<file path="src/rtl/regbank_8x64.sv">
// Eight-entry writeback register bank fed by a one-hot decoder enable.
// Two combinational read ports with write-through bypass; sticky multi-hot error flag.
module regbank_8x64 #(
  parameter int WIDTH     = 64,
  parameter int ZERO_LAST = 1
) (
  input  logic             clk,
  input  logic             reset_n,
  input  logic [7:0]       wr_en_onehot,
  input  logic [WIDTH-1:0] wr_data,
  input  logic [2:0]       rd_addr_a,
  input  logic [2:0]       rd_addr_b,
  input  logic             err_clear,
  output logic [WIDTH-1:0] rd_data_a,
  output logic [WIDTH-1:0] rd_data_b,
  output logic             onehot_err,
  output logic [15:0]      wr_count
);

  typedef enum logic [1:0] {
    EN_NONE  = 2'd0,
    EN_ONE   = 2'd1,
    EN_MULTI = 2'd2
  } en_class_e;

  localparam logic [2:0] LAST_IDX = 3'd7;
  localparam bit         HAS_ZERO = (ZERO_LAST != 0);

  logic [WIDTH-1:0] entry [8];

  en_class_e  en_class;
  logic [2:0] wr_idx;
  logic       wr_accept;
  logic       bypass_ok;

  // Clearing the lowest set bit leaves something only if two or more bits were set.
  always_comb begin
    // NOTE: every always_comb output gets a default first, so no path can infer a latch.
    en_class = EN_NONE;
    if (wr_en_onehot != 8'd0) begin
      if ((wr_en_onehot & (wr_en_onehot - 8'd1)) != 8'd0) en_class = EN_MULTI;
      else                                                en_class = EN_ONE;
    end
  end

  always_comb begin
    wr_idx = 3'd0;
    for (int i = 0; i < 8; i++) begin
      if (wr_en_onehot[i]) wr_idx = i[2:0];
    end
  end

  assign wr_accept = (en_class == EN_ONE) && !(HAS_ZERO && (wr_idx == LAST_IDX));
  assign bypass_ok = reset_n && (en_class == EN_ONE);

  // NOTE: the storage array is reset in full here because entries must read 0
  // immediately after reset; it is a small flop array, not an SRAM macro.
  always_ff @(posedge clk) begin
    // NOTE: sequential state uses non-blocking assignments so every flop samples
    // pre-edge values regardless of statement order.
    if (!reset_n) begin
      for (int i = 0; i < 8; i++) entry[i] <= '0;
    end else if (wr_accept) begin
      entry[wr_idx] <= wr_data;
    end
  end

  // Set beats clear when a multi-hot enable and err_clear coincide.
  always_ff @(posedge clk) begin
    if (!reset_n) begin
      onehot_err <= 1'b0;
    end else if (en_class == EN_MULTI) begin
      onehot_err <= 1'b1;
    end else if (err_clear) begin
      onehot_err <= 1'b0;
    end
  end

  always_ff @(posedge clk) begin
    if (!reset_n) begin
      wr_count <= 16'd0;
    end else if (wr_accept && (wr_count != 16'hFFFF)) begin
      wr_count <= wr_count + 16'd1;
    end
  end

  function automatic logic [WIDTH-1:0] read_port(input logic [2:0] addr);
    logic [WIDTH-1:0] val;
    val = entry[addr];
    if (bypass_ok && (wr_idx == addr)) val = wr_data;
    if (HAS_ZERO && (addr == LAST_IDX)) val = '0;
    return val;
  endfunction

  assign rd_data_a = read_port(rd_addr_a);
  assign rd_data_b = read_port(rd_addr_b);

endmodule

</file>
<file path="config.mk">
export PLATFORM = sky130hd
export DESIGN_NAME = regbank_8x64
export DESIGN_NICKNAME = d
export VERILOG_FILES = /design/src/rtl/regbank_8x64.sv
export SDC_FILE = /design/constraint.sdc
export NUM_CORES = 1
export LEC_CHECK = 0
export CORE_MARGIN = 1.5
export CORE_UTILIZATION = 50
export DETAILED_ROUTE_END_ITERATION = 10
export PLACE_DENSITY = 0.81
export RECOVER_POWER = 50
export SLEW_MARGIN = 30
export SYNTH_ARGS = -nofsm -noshare
export SYNTH_HDL_FRONTEND = slang
export SYNTH_SLANG_ARGS = --single-unit
</file>
<file path="constraint.sdc">
create_clock -name clk -period 4 [get_ports clk]
set_input_delay 0.6 -clock clk [delete_from_list [all_inputs] [get_ports clk]]
set_output_delay 0.6 -clock clk [all_outputs]
set_load 0.005 [all_outputs]
</file>
Word level (Yosys, flattened, before mapping)
Memories as Yosys holds them, arrays and structs flattened.
Index checks and enable logic that the tools add are counted.
{"block": "op_classes", "eq_ne": 8, "bitwise": 1, "multipliers": 0, "addsub": 2, "shifts": 0, "n_lt_le_gt_ge": 0, "n_div": 0, "mux": 22, "reduce_logical": 10}
{"cell": "$mux 64", "n": 5}
{"cell": "$reduce_or 64->1", "n": 1}
{"cell": "$mux 3", "n": 7}
{"cell": "$add 16x1->16 const B", "n": 1}
{"cell": "$ne 16x16->1 const B", "n": 1}
{"cell": "$reduce_bool 8->1", "n": 2}
{"cell": "$eq 3x3->1 const B", "n": 3}
{"cell": "$and 8x8->8", "n": 1}
{"cell": "$mux 1", "n": 8}
{"cell": "$sub 8x1->8 const B", "n": 1}
{"cell": "$eq 3x3->1", "n": 2}
{"cell": "$logic_and 1x1->1", "n": 5}
{"cell": "$mux 2", "n": 2}
{"cell": "$eq 2x1->1 const B", "n": 1}
{"cell": "$eq 2x2->1 const B", "n": 1}
{"cell": "$reduce_bool 2->1", "n": 1}
{"cell": "$logic_not 1->1", "n": 1}
{"block": "totals", "mem_count": 1, "inputBits": 81, "mem_bits_ro": 0, "latchBits": 0, "regBits": 17, "out_inout_bits": 145, "elab_cells": 46, "mem_bits_rw": 512}
{"memory": "entry", "depth": 8, "width": 64, "read_ports": 2, "rd_ports_with_merged_regs": 0, "write_ports": 8, "line": "29", "rtl": "logic [WIDTH-1:0] entry [8];"}

Longest topological paths before layout
Gate-level depths: netlist of the first run.
{"block": "logic_depth", "word_depth": 15, "ltp_mapped": 10, "mapped_depth_nobuf": 7}

Least setup slack after synthesis of the first run
OpenSTA, ideal clock, no wires.
{"block": "synth_timing", "kind": "input to register", "from": "in wr_en_onehot[5]", "to": "mem entry[1][0] (enable)", "setup_ps": 433, "arrival_time_ps": 3649, "setup_slack_ps": -82, "stages": 7, "required_ps": 3567, "path_buffers": 2, "path_cell_list": "buf_2 > nor4_2 > a21oi_4 > or2b_2 > nor3_1 > buf_2 > nand2b_1"}
{"element": "start: declaration", "line": "9", "rtl": "input logic [7:0] wr_en_onehot,"}
{"element": "end: declaration", "line": "29"}

Final worst setup path of the first run
{"block": "layout_timing", "from": "in wr_en_onehot[2]", "to": "out rd_data_a[42]"}
{"block": "layout_between", "elab_chain_cells": 10, "elab_cells_between_ends": 18, "cone_classes": "1 x add/sub; 2 x eq/ne; 10 x mux; 1 x bitwise; 4 x reduce/logical"}
{"element": "$sub 8x1->8 / $mux 3 (equally long branches)", "line": "41, 49"}
{"element": "$and 8x8->8 / $mux 3 (equally long branches)", "line": "41, 49"}
{"element": "$reduce_bool 8->1 / $mux 3 (equally long branches)", "line": "41, 49"}
{"element": "$mux 2 / $mux 3 (equally long branches)", "line": "41, 49"}
{"element": "$mux 2 / $mux 3 (equally long branches)", "line": "40, 49"}
{"element": "$eq 2x1->1 / $mux 3 (equally long branches)", "line": "54, 49"}
{"element": "$logic_and 1x1->1 / $eq 3x3->1 (equally long branches)", "line": "54, 90"}
{"element": "$logic_and 1x1->1 *", "line": "90", "rtl": "if (bypass_ok && (wr_idx == addr)) val = wr_data;"}
{"element": "$mux 64 *", "line": "90"}
{"element": "$mux 64 *", "line": "91", "rtl": "if (HAS_ZERO && (addr == LAST_IDX)) val = '0;"}
{"element": "end: declaration", "line": "14", "rtl": "output logic [WIDTH-1:0] rd_data_a,"}
Mark *: on every way between the ends. The rest lies on a longest branch, timed or not.

==> run_results.csv, run 1 <==
group,metric,value,unit
sta,max_freq,251,MHz
place,dp_slack,-0.191,ns
final_layout,final_common_cell,"edfxtp_1",
place,place_congestion,0.836,
yosys,synth_edf_count,512,
sta,min_period,3.98,ns
yosys,synth_warnings,0,
worst_hold_path,hold_path_end,"wr_count[14]",
worst_setup_path,worstSetupPathType,"primary input to output port",
route,dr.pass1.iters,5,
sta,rsz0062_at_grt,"true",
worst_setup_path,cp-start-kind,"primary input",
floorplan,die_h,244,um
sta,setup_slack,0.0177,ns
route,top_layer,"met5",
floorplan,floorplan.initialDensity,50.5,%
route,wl_met3,9.05,mm
worst_setup_path,cp.required,3.40,ns
route,drt_iter0_markers,2223,
status,status,"completed",
power_and_ir_drop,p_leak,12.3,nW
place,placedCellCount,2999,
sta,maxSlewViolCount,0,
yosys,synth-seq-cells,529,
floorplan,rows,88,
worst_hold_path,hp-start,"wr_count[14]",
floorplan,num_io_pins,226,
final_layout,syn_to_final_growth,20.4,%
cts,clk_path_buf_depth,3,
sta,max_slew_margin,7.36,%
route,finalWirelength,83.4,mm
route,wl_met1,29.8,mm
final_layout,drive_gt1_share,24.5,%
yosys,synth-main-ff-cell,"edfxtp_1",
sta,fin_skew,0.00662,ns
route,ant_nets,0,
final_layout,final_cell_mix,"edfxtp_1 (512), and2_1 (448), mux4_2 (256), clkdlybuf4s50_1 (173), buf_4 (75)",
sta,setup_viol,0,
worst_hold_path,whs_path_depth,2,
floorplan,die_w,244,um
cts,insertion_delay,0.61,ns
power_and_ir_drop,vdd_ir_drop_max,0.342,mV
final_layout,regArea,0.0157,mm^2
yosys,synth_cell_types,54,
power_and_ir_drop,finalPower,13.3,mW
cts,clk_pin_slew,0.06,ns
grt,grt.total_usage,28.0,%
yosys,syn_area_per_cell,14.4,um^2
sta,worst_pin_slew,1.39,ns
grt,antenna_found_initial,4,
place,hpwl,48.8,mm
cts,cts_hold_buf,0,
worst_setup_path,cp-startpoint,"wr_en_onehot[2]",
yosys,synthArstFlopShare,0,%
worst_setup_path,path_max_fanout,20,
grt,grt_pass1_wl,124,mm
final_layout,nFillCells,4200,
power_and_ir_drop,power_density,378,mW/mm^2
worst_setup_path,reg2reg_to,"wr_count[13]",
grt,grt_max_degree,77,
sta,finalCritPeriodShare,99.6,%
route,routedWlPerCell,26.9,um
cts,cts-root-buf,"clkbuf_16",
worst_setup_path,worst_ep_arrival_time,3.38,ns
sta,hold_violations,0,
floorplan,die-area,0.0596,mm^2
worst_setup_path,r2r_start,"wr_count[0]",
yosys,syn_area,0.0291,mm^2
worst_setup_path,r2r_slack,1.62,ns
worst_setup_path,cp-end-kind,"output port",
worst_hold_path,hold_path.class,"register to register",
final_layout,stdcell_count,3104,
route,drc_errors,0,
floorplan,design.core.area,0.0576,mm^2
grt,grt_pass1_vias,20600,
grt,grt.overflow.total,0,
cts,htreeDepth,2,
route,vias,19700,
final_layout,nNetsFinal,2377,
worst_setup_path,ff2ff_path_depth,7,
route,wl_met2,41.0,mm
route,viasPerCell,6.35,
yosys,synthCells,2015,
final_layout,multi_input_area,0.0130,mm^2
cts,cts_sinks,529,
cts,cts_buffers,55,
place,io_buffers,225,
cts,cts_tree,"yes",
yosys,ys_seq_area_share,54.0,%
flow_run,cap_violations,0,
==> registers in the layout, indices dropped and copies added (netlist names) <==
| signal | count |
|---|---|
| entry | 512 |
| onehot_err | 1 |
| wr_count | 16 |
==> cells in the mapped netlist, types with 2 or more instances <==
| library cell | number | area share (%) |
|---|---|---|
| inv_1 | 5 | 0.065 |
| a211oi_1 | 71 | 1.8 |
| nor2b_1 | 68 | 1.5 |
| xor2_1 | 3 | 0.090 |
| buf_4 | 2 | 0.052 |
| mux4_2 | 256 | 20 |
| a2111oi_0 | 2 | 0.060 |
| a31oi_1 | 2 | 0.043 |
| nor4_2 | 3 | 0.13 |
| or4_1 | 3 | 0.077 |
| edfxtp_1 | 512 | 53 |
| and2_1 | 448 | 9.6 |
| nand2_1 | 19 | 0.25 |
| and3_1 | 6 | 0.13 |
| clkbuf_1 | 94 | 1.2 |
| nand4b_1 | 2 | 0.060 |
| mux2i_1 | 65 | 2.2 |
| nor2_1 | 46 | 0.59 |
| nand4_1 | 2 | 0.043 |
| buf_1 | 15 | 0.19 |
| o21a_1 | 2 | 0.052 |
| buf_2 | 57 | 0.98 |
| dfxtp_1 | 17 | 1.2 |
| nor4_1 | 4 | 0.086 |
| nor4bb_1 | 2 | 0.069 |
| nand3b_1 | 2 | 0.052 |
| nand2b_1 | 11 | 0.24 |
| buf_6 | 10 | 0.39 |
| xnor2_1 | 2 | 0.060 |
| nor3_1 | 33 | 0.57 |
| o21ai_0 | 69 | 1.2 |
| or3_1 | 7 | 0.15 |
| nor2_4 | 2 | 0.077 |
| nor2_2 | 36 | 0.77 |
| nand3_1 | 10 | 0.17 |
| o31ai_1 | 2 | 0.052 |
| a22oi_1 | 2 | 0.052 |
| nor3_2 | 37 | 1.3 |
| a21oi_1 | 71 | 1.2 |
==> power breakdown <==
group          total (mW)  internal [mW]  switching (mW)
clock                4.79           2.66            2.14
combinational        1.96           1.03           0.929
sequential           6.50           6.36           0.140
total                13.3           10.1            3.21
==> cell families after synthesis <==
logic type               after synthesis  share of synthesized area, %
other                                  1                        0.0129
XOR/XNOR                               5                         0.151
buffers and inverters                184                          2.94
AND/OR/NAND/NOR                      747                          16.0
multiplexers                         321                          22.1
adder cells (fa/ha/maj)                2                        0.0774
AO/OA/AOI/OAI                        226                          4.68
flip-flops                           529                          54.0
==> metal layers <==
metal / global-route usage (%) / vias to the layer above
li1: - / 8261
met1: 35.7 / 9976
met2: 46.4 / 1237
met3: 6.44 / 245
met4: 11.7 / 2
met5: 0 / -
==> through the flow <==
stage / area, um^2 / hold slack, ns / TNS, ns / util [%]
floorplan: 29300 / 0.467 / 0 / -
global placement: 33200 / 0.471 / -1.95 / 57.6
detailed placement: 33200 / 0.489 / -7.55 / 57.6
CTS: 34900 / 0.498 / -0.00782 / 60.6
global route: 35000 / 0.520 / -0.770 / 60.8
finish: 35000 / 0.494 / 0 / 60.8
==> layout make-up <==
| class | count | area share [%] |
|---|---|---|
| Inverter | 5 | 0.0571 |
| Antenna cell | 3 | 0.0214 |
| Multi-Input combinational cell | 1365 | 37.1 |
| Clock inverter | 27 | 0.450 |
| Sequential cell | 529 | 44.9 |
| Timing Repair Buffer | 339 | 10.6 |
| Tap cell | 765 | 2.73 |
| Clock buffer | 71 | 4.22 |
==> how the worst max path moves through the flow <==
| stage | end | slack [ns] | cells after the start |
|---|---|---|---|
| 6_report | rd_data_a[42] | 0.02 | 11 |
| 5_1_grt | rd_data_b[24] | -0.06 | 11 |
| 4_1_cts | rd_data_b[30] | -0.006 | 11 |
| 3_5_place_dp | rd_data_a[22] | -0.19 | 10 |
| 3_3_place_gp | rd_data_a[32] | -0.11 | 11 |
| 2_1_floorplan | entry[6][0] | 0.04 | 6 |
==> critical path, cell delays in order <==
cell and delay, ns:
clkdlybuf4s50_1 0.43, nand2b_4 0.19, a2111oi_4 0.37, a211oi_2 0.09, buf_4 0.15, nor4_4 0.26
buf_4 0.20, buf_12 0.18, a211oi_1 0.10, nor3_2 0.21, clkdlybuf4s50_1 0.56
==> repair_timing <==
item	in CTS	in global routing
buffers inserted	0	4
endpoints found under the setup margin	125	110
pin swaps	2	8
gates resized for setup	25	46
No activity file was read; power rests on OpenSTA's default activity.
==> run 2: changes to the inputs <==
--- a/constraint.sdc
+++ b/constraint.sdc
@@ -3,2 +3,2 @@
 set_output_delay 0.6 -clock clk [all_outputs]
-set_load 0.005 [all_outputs]
+set_load 0.01 [all_outputs]
==> run 2 against run 1 <==
Net effect: the run now ends with setup timing left; via count is 0.83% lower; critical endpoint is now rd_data_b[2]; non-clock buffer count increased by 10; largest power group unchanged; clock power increased by 10%; combinational power about the same; critical path depth is 2 higher; sequential power barely moved; cell count up 0.45%; global-route usage grew 0.47 points; clock skew shrank 0.0012 ns; first-iteration DRC count shrank 9.6%.
==> run_results.csv, run 2 (synthesis results as in run 1) <==
group,metric,value,unit
status,status,"complete, but fails checks",
status,violations,"setup timing",
worst_setup_path,cp-end-kind,"output port",
final_layout,finalInstanceArea,0.0353,mm^2
cts,clk_path_buf_depth,3,
sta,min_period,4.13,ns
place,place_area,0.0332,mm^2
sta,rsz0062_at_grt,"true",
route,drc_errors,0,
grt,grt.total_usage,28.5,%
worst_setup_path,path_max_fanout,9,
worst_setup_path,cp.required,3.40,ns
sta,maxSlewViolCount,0,
place,io_buffers,225,
place,hpwl,48.2,mm
place,placedCellCount,3003,
worst_setup_path,worstSetupPathType,"primary input to output port",
sta,setup_viol,10,
cts,cts_sinks,529,
worst_hold_path,hold_path.class,"register to register",
final_layout,syn_to_final_growth,21.2,%
place,place_congestion,0.841,
floorplan,rows,88,
sta,setup_slack,-0.131,ns
route,ant_nets,0,
grt,antenna_found_initial,4,
floorplan,design.core.area,0.0576,mm^2
route,vias,19600,
power_and_ir_drop,vdd_ir_drop_max,0.338,mV
sta,max_freq,242,MHz
cts,cts_buffers,54,
worst_setup_path,cp-start-kind,"primary input",
final_layout,drive_gt1_share,26.1,%
power_and_ir_drop,power_density,390,mW/mm^2
worst_setup_path,worst_ep_arrival_time,3.53,ns
cts,clk_pin_slew,0.06,ns
route,routedWlPerCell,27.2,um
route,viasPerCell,6.27,
route,drt_iter0_markers,2010,
cts,htreeDepth,2,
route,dr.pass1.iters,5,
grt,grt_max_degree,99,
final_layout,final_cell_mix,"edfxtp_1 (512), and2_1 (448), mux4_2 (256), dlygate4sd2_1 (89), buf_4 (87)",
sta,worst_pin_slew,1.39,ns
flow_run,cap_violations,0,
final_layout,nNetsFinal,2386,
cts,cts-root-buf,"clkbuf_16",
floorplan,die_w,244,um
final_layout,final_common_cell,"edfxtp_1",
route,finalWirelength,84.8,mm
final_layout,stdcell_count,3118,
final_layout,largest_reg_flops,512,
cts,insertion_delay,0.61,ns
sta,hold_violations,0,
grt,grt.overflow.total,0,
floorplan,floorplan.initialDensity,50.5,%
floorplan,die-area,0.0596,mm^2
floorplan,num_io_pins,226,
final_layout,max_flop_register,"entry",
final_layout,utilization,61.2,%
floorplan,die_h,244,um
sta,holdWs,0.492,ns
power_and_ir_drop,p_leak,12.7,nW
cts,cts_hold_buf,0,
place,dp_slack,-0.263,ns
sta,finalCritPeriodShare,103,%
sta,fin_skew,0.00542,ns
final_layout,nFillCells,4151,
grt,grt_pass1_vias,20700,
cts,cts_tree,"yes",
sta,max_slew_margin,7.42,%
grt,grt_pass1_wl,127,mm
final_layout,top_regs,"entry x512, wr_count x16, onehot_err x1",
[run 2: changes by cell type in the layout (fill, tap and decap cells not counted), moves of 7 or more]
cell             delta
clkdlybuf4s50_1    -90
dlygate4sd2_1      +83
a211oi_1           -15
a211oi_2           +13
buf_4              +12
bufinv_16           +7
clkbuf_1            -7
[run 2: final cells by class]
class                   instances  area, um^2  area share [%]
diodes                          4        10.0          0.0284
clock buffers                  64        1450            4.12
clock inverters                37         379            1.08
inverters                       5        20.0          0.0568
multi-input cells            1365       13100            37.1
flip-flops and latches        529       15700            44.6
well taps                     765         957            2.72
repair buffers                349        3640            10.3
[run 2: timing repair]
item / CTS / global route
buffers inserted: 4 / 4
pin swaps: 7 / 9
setup endpoints to repair: 127 / 48
gates resized for setup: 121 / 56
cloned: 1 / 1
[run 2: layer usage]
metal / GRT usage (%) / vias up / wire length (um)
li1: - / 8280 / -
met4: 11.8 / 0 / 3290
met2: 46.0 / 1131 / 41100
met3: 6.47 / 213 / 8920
met5: 0 / - / 0
met1: 37.4 / 9934 / 31400
[run 2: report_power, final]
part / switching [mW] / leakage, nW / total, mW / internal, mW
combinational: 0.999 / 6.77 / 1.96 / 0.962
sequential: 0.141 / 5.02 / 6.50 / 6.36
clock: 2.18 / 0.903 / 5.28 / 3.10
total: 3.32 / 12.7 / 13.7 / 10.4
[run 2: worst paths after layout]
kind	slack, ns	cells past startpoint	to	from
worst max-delay path	-0.13	13	rd_data_b[2]	wr_en_onehot[4]
worst min-delay path	0.49	2	wr_count[14]	wr_count[14]
worst max register to register	1.75	7	wr_count[4]	wr_count[0]
worst min register to register	0.49	2	wr_count[14]	wr_count[14]
[run 2: critical path: stages]
cell and delay [ns]:
clkdlybuf4s50_1 0.45, buf_4 0.17, nor2b_1 0.14, a211o_1 0.34, a211oi_2 0.34, buf_4 0.18, nor4_4 0.04, buf_4 0.17
buf_12 0.16, a211oi_1 0.22, nor3_1 0.07, buf_4 0.17, clkdlybuf4s50_1 0.47
[run 2: through the flow]
stage,setup TNS [ns],power [mW]
5_1_grt,-2.32,14.1
6_report,-0.697,13.7
2_1_floorplan,0,7.66
4_1_cts,-0.00403,13.8
3_5_place_dp,-15.31,8.62
3_3_place_gp,-7.83,8.55
==> run 3: changes to the inputs <==
Settings changed: REMOVE_ABC_BUFFERS from default to 1.
==> run 3 against run 2 <==
Net effect: the run ends with capacitance limit, slew limit, setup timing left; cell area is 0.17% higher; cell count fell by 0.13%; combinational power about the same; register-to-register slack worse by 0.17 ns; total power down 3.0%; sequential power barely moved; critical path type unchanged; non-clock buffer count is 2 higher; critical path depth is 2 lower; largest power group unchanged; routed wire length increased by 1.5%.
==> run_results.csv, run 3 (synthesis results as in run 1) <==
group,metric,value,unit
grt,antenna_found_initial,5,
grt,grt_pass1_wl,128,mm
grt,grt_pass1_vias,20900,
worst_setup_path,worstSetupPathType,"primary input to output port",
power_and_ir_drop,vdd_ir_drop_max,0.320,mV
final_layout,multi_input_area,0.0132,mm^2
final_layout,regArea,0.0157,mm^2
floorplan,die_w,244,um
place,placedCellCount,3002,
sta,maxSlewViolCount,29,
worst_hold_path,hp-start,"wr_count[14]",
sta,finalCritPeriodShare,100,%
worst_setup_path,r2r_start,"wr_count[0]",
route,dr.pass1.iters,5,
final_layout,nFillCells,4144,
grt,grt.total_usage,28.9,%
floorplan,design.core.area,0.0576,mm^2
sta,setup_slack,-0.000437,ns
worst_setup_path,slowest_stage,"clkdlybuf4s50_1",
sta,fin_skew,0.000959,ns
final_layout,top_regs,"entry x512, wr_count x16, onehot_err x1",
floorplan,rows,88,
sta,worst_pin_slew,1.94,ns
cts,cts_tree,"yes",
worst_setup_path,cp-start-kind,"primary input",
worst_setup_path,r2r_slack,1.58,ns
worst_setup_path,cpPeakStageDelay,0.53,ns
final_layout,diodes,0,
cts,clk_pin_slew,0.06,ns
final_layout,syn_to_final_growth,21.4,%
worst_setup_path,cp.required,3.40,ns
final_layout,drive_gt1_share,26.5,%
grt,grt_max_degree,68,
place,hpwl,50.7,mm
place,dp_slack,-0.250,ns
worst_hold_path,hold_path_end,"wr_count[14]",
worst_setup_path,critPathMostFrequentCell,"buf_4",
flow_run,cap_violations,1,
status,violations,"capacitance limit, slew limit, setup timing",
sta,max_freq,250,MHz
worst_setup_path,reg2reg_to,"wr_count[15]",
final_layout,nNetsFinal,2388,
worst_setup_path,crit_buf_inv,6,
worst_setup_path,worstPathCellList,"clkdlybuf4s50_1 -> buf_4 -> nor2_4 -> buf_4 -> xor2_1 -> a211oi_2 -> or4_4 -> buf_12 -> a21oi_1 -> buf_4 -> clkdlybuf4s50_1",
final_layout,stdcell_count,3114,
place,io_buffers,225,
cts,cts_buffers,54,
sta,max_slew_margin,-29.0,%
worst_hold_path,whs_path_depth,2,
worst_setup_path,cp-end-kind,"output port",
place,place_congestion,0.850,
final_layout,largest_reg_flops,512,
cts,clk_path_buf_depth,3,
cts,cts_sinks,529,
sta,min_period,4.00,ns
route,ant_nets,0,
cts,cts-root-buf,"clkbuf_16",
power_and_ir_drop,power_density,378,mW/mm^2
route,finalWirelength,86.1,mm
final_layout,max_flop_register,"entry",
grt,grt.overflow.total,0,
power_and_ir_drop,p_leak,12.7,nW
route,vias,19600,
worst_setup_path,ff2ff_path_depth,7,
route,drt_iter0_markers,2055,
final_layout,final_common_cell,"edfxtp_1",
sta,hold_violations,0,
route,routedWlPerCell,27.6,um
final_layout,final_cell_mix,"edfxtp_1 (512), and2_1 (448), mux4_2 (256), buf_4 (83), clkdlybuf4s50_1 (82)",
worst_hold_path,hold_path.class,"register to register",
cts,htreeDepth,2,
floorplan,num_io_pins,226,
cts,cts_hold_buf,0,
route,drc_errors,0,
floorplan,die-area,0.0596,mm^2
sta,setup_viol,1,
floorplan,floorplan.initialDensity,50.5,%
route,viasPerCell,6.30,
sta,setup_tns,-0.000437,ns
worst_setup_path,worst_ep_arrival_time,3.40,ns
worst_setup_path,critical-path-top-delay-family,"buffers and inverters",
status,status,"complete, but fails checks",
worst_setup_path,path_max_fanout,11,
floorplan,die_h,244,um
cts,insertion_delay,0.62,ns
sta,rsz0062_at_grt,"true",
-- run 3: what timing repair did --
item                                    CTS  global route
pin swaps                                 2             7
gates cloned                              0             3
setup buffers                             2             8
endpoints found under the setup margin  127            52
resized for setup                       127            82
-- run 3: metrics by stage --
step | utilization, % | instance area [um^2] | power (mW) | hold WS [ns]
6_report | 61.3 | 35300 | 13.3 | 0.512
4_1_cts | 60.7 | 35000 | 13.4 | 0.513
3_5_place_dp | 57.7 | 33200 | 8.63 | 0.504
3_3_place_gp | 57.7 | 33200 | 8.55 | 0.486
2_1_floorplan | - | 28500 | 7.52 | 0.494
5_1_grt | 61.3 | 35300 | 13.7 | 0.543
-- run 3: worst max path at each step --
stage	start	to	slack, ns	depth (start not counted)
5_1_grt	wr_en_onehot[6]	rd_data_a[63]	-0.07	11
4_1_cts	wr_en_onehot[5]	rd_data_a[34]	-0.08	11
2_1_floorplan	wr_en_onehot[4]	entry[6][0]	-2.58	4
6_report	wr_en_onehot[2]	rd_data_a[52]	-0.0004	11
3_5_place_dp	wr_en_onehot[4]	rd_data_a[49]	-0.25	11
3_3_place_gp	wr_en_onehot[4]	rd_data_a[49]	-0.16	11
-- run 3: worst register-to-register path, delay by kind of cell, from the launching register on --
kind,cells,cell delay [ns]
adder cells (fa/ha/maj),1,0.25
flip-flops,1,0.45
AND/OR/NAND/NOR,4,1.23
AO/OA/AOI/OAI,2,0.28
-- run 3: routing by layer --
layer / GRT usage, % / vias up / wire length [um]
met5: 0 / - / 57
met3: 5.38 / 178 / 8280
li1: - / 8266 / -
met2: 50.3 / 1099 / 43800
met4: 9.97 / 8 / 2670
met1: 36.4 / 10100 / 31200
-- run 3: area by class of cell --
| class | instances | share of cell area, % |
|---|---|---|
| sequential | 529 | 44.5 |
| multi-input combinational | 1365 | 37.3 |
| timing repair buffer | 351 | 10.7 |
| clock buffer | 74 | 4.16 |
| tap | 765 | 2.71 |
| clock inverter | 25 | 0.539 |
| inverter | 5 | 0.0567 |
-- run 3: power breakdown --
part | total (mW) | internal, mW | switching (mW)
Clock | 4.85 | 2.69 | 2.16
Sequential | 6.51 | 6.36 | 0.145
Combinational | 1.98 | 0.978 | 1.00
Total | 13.3 | 10.0 | 3.31
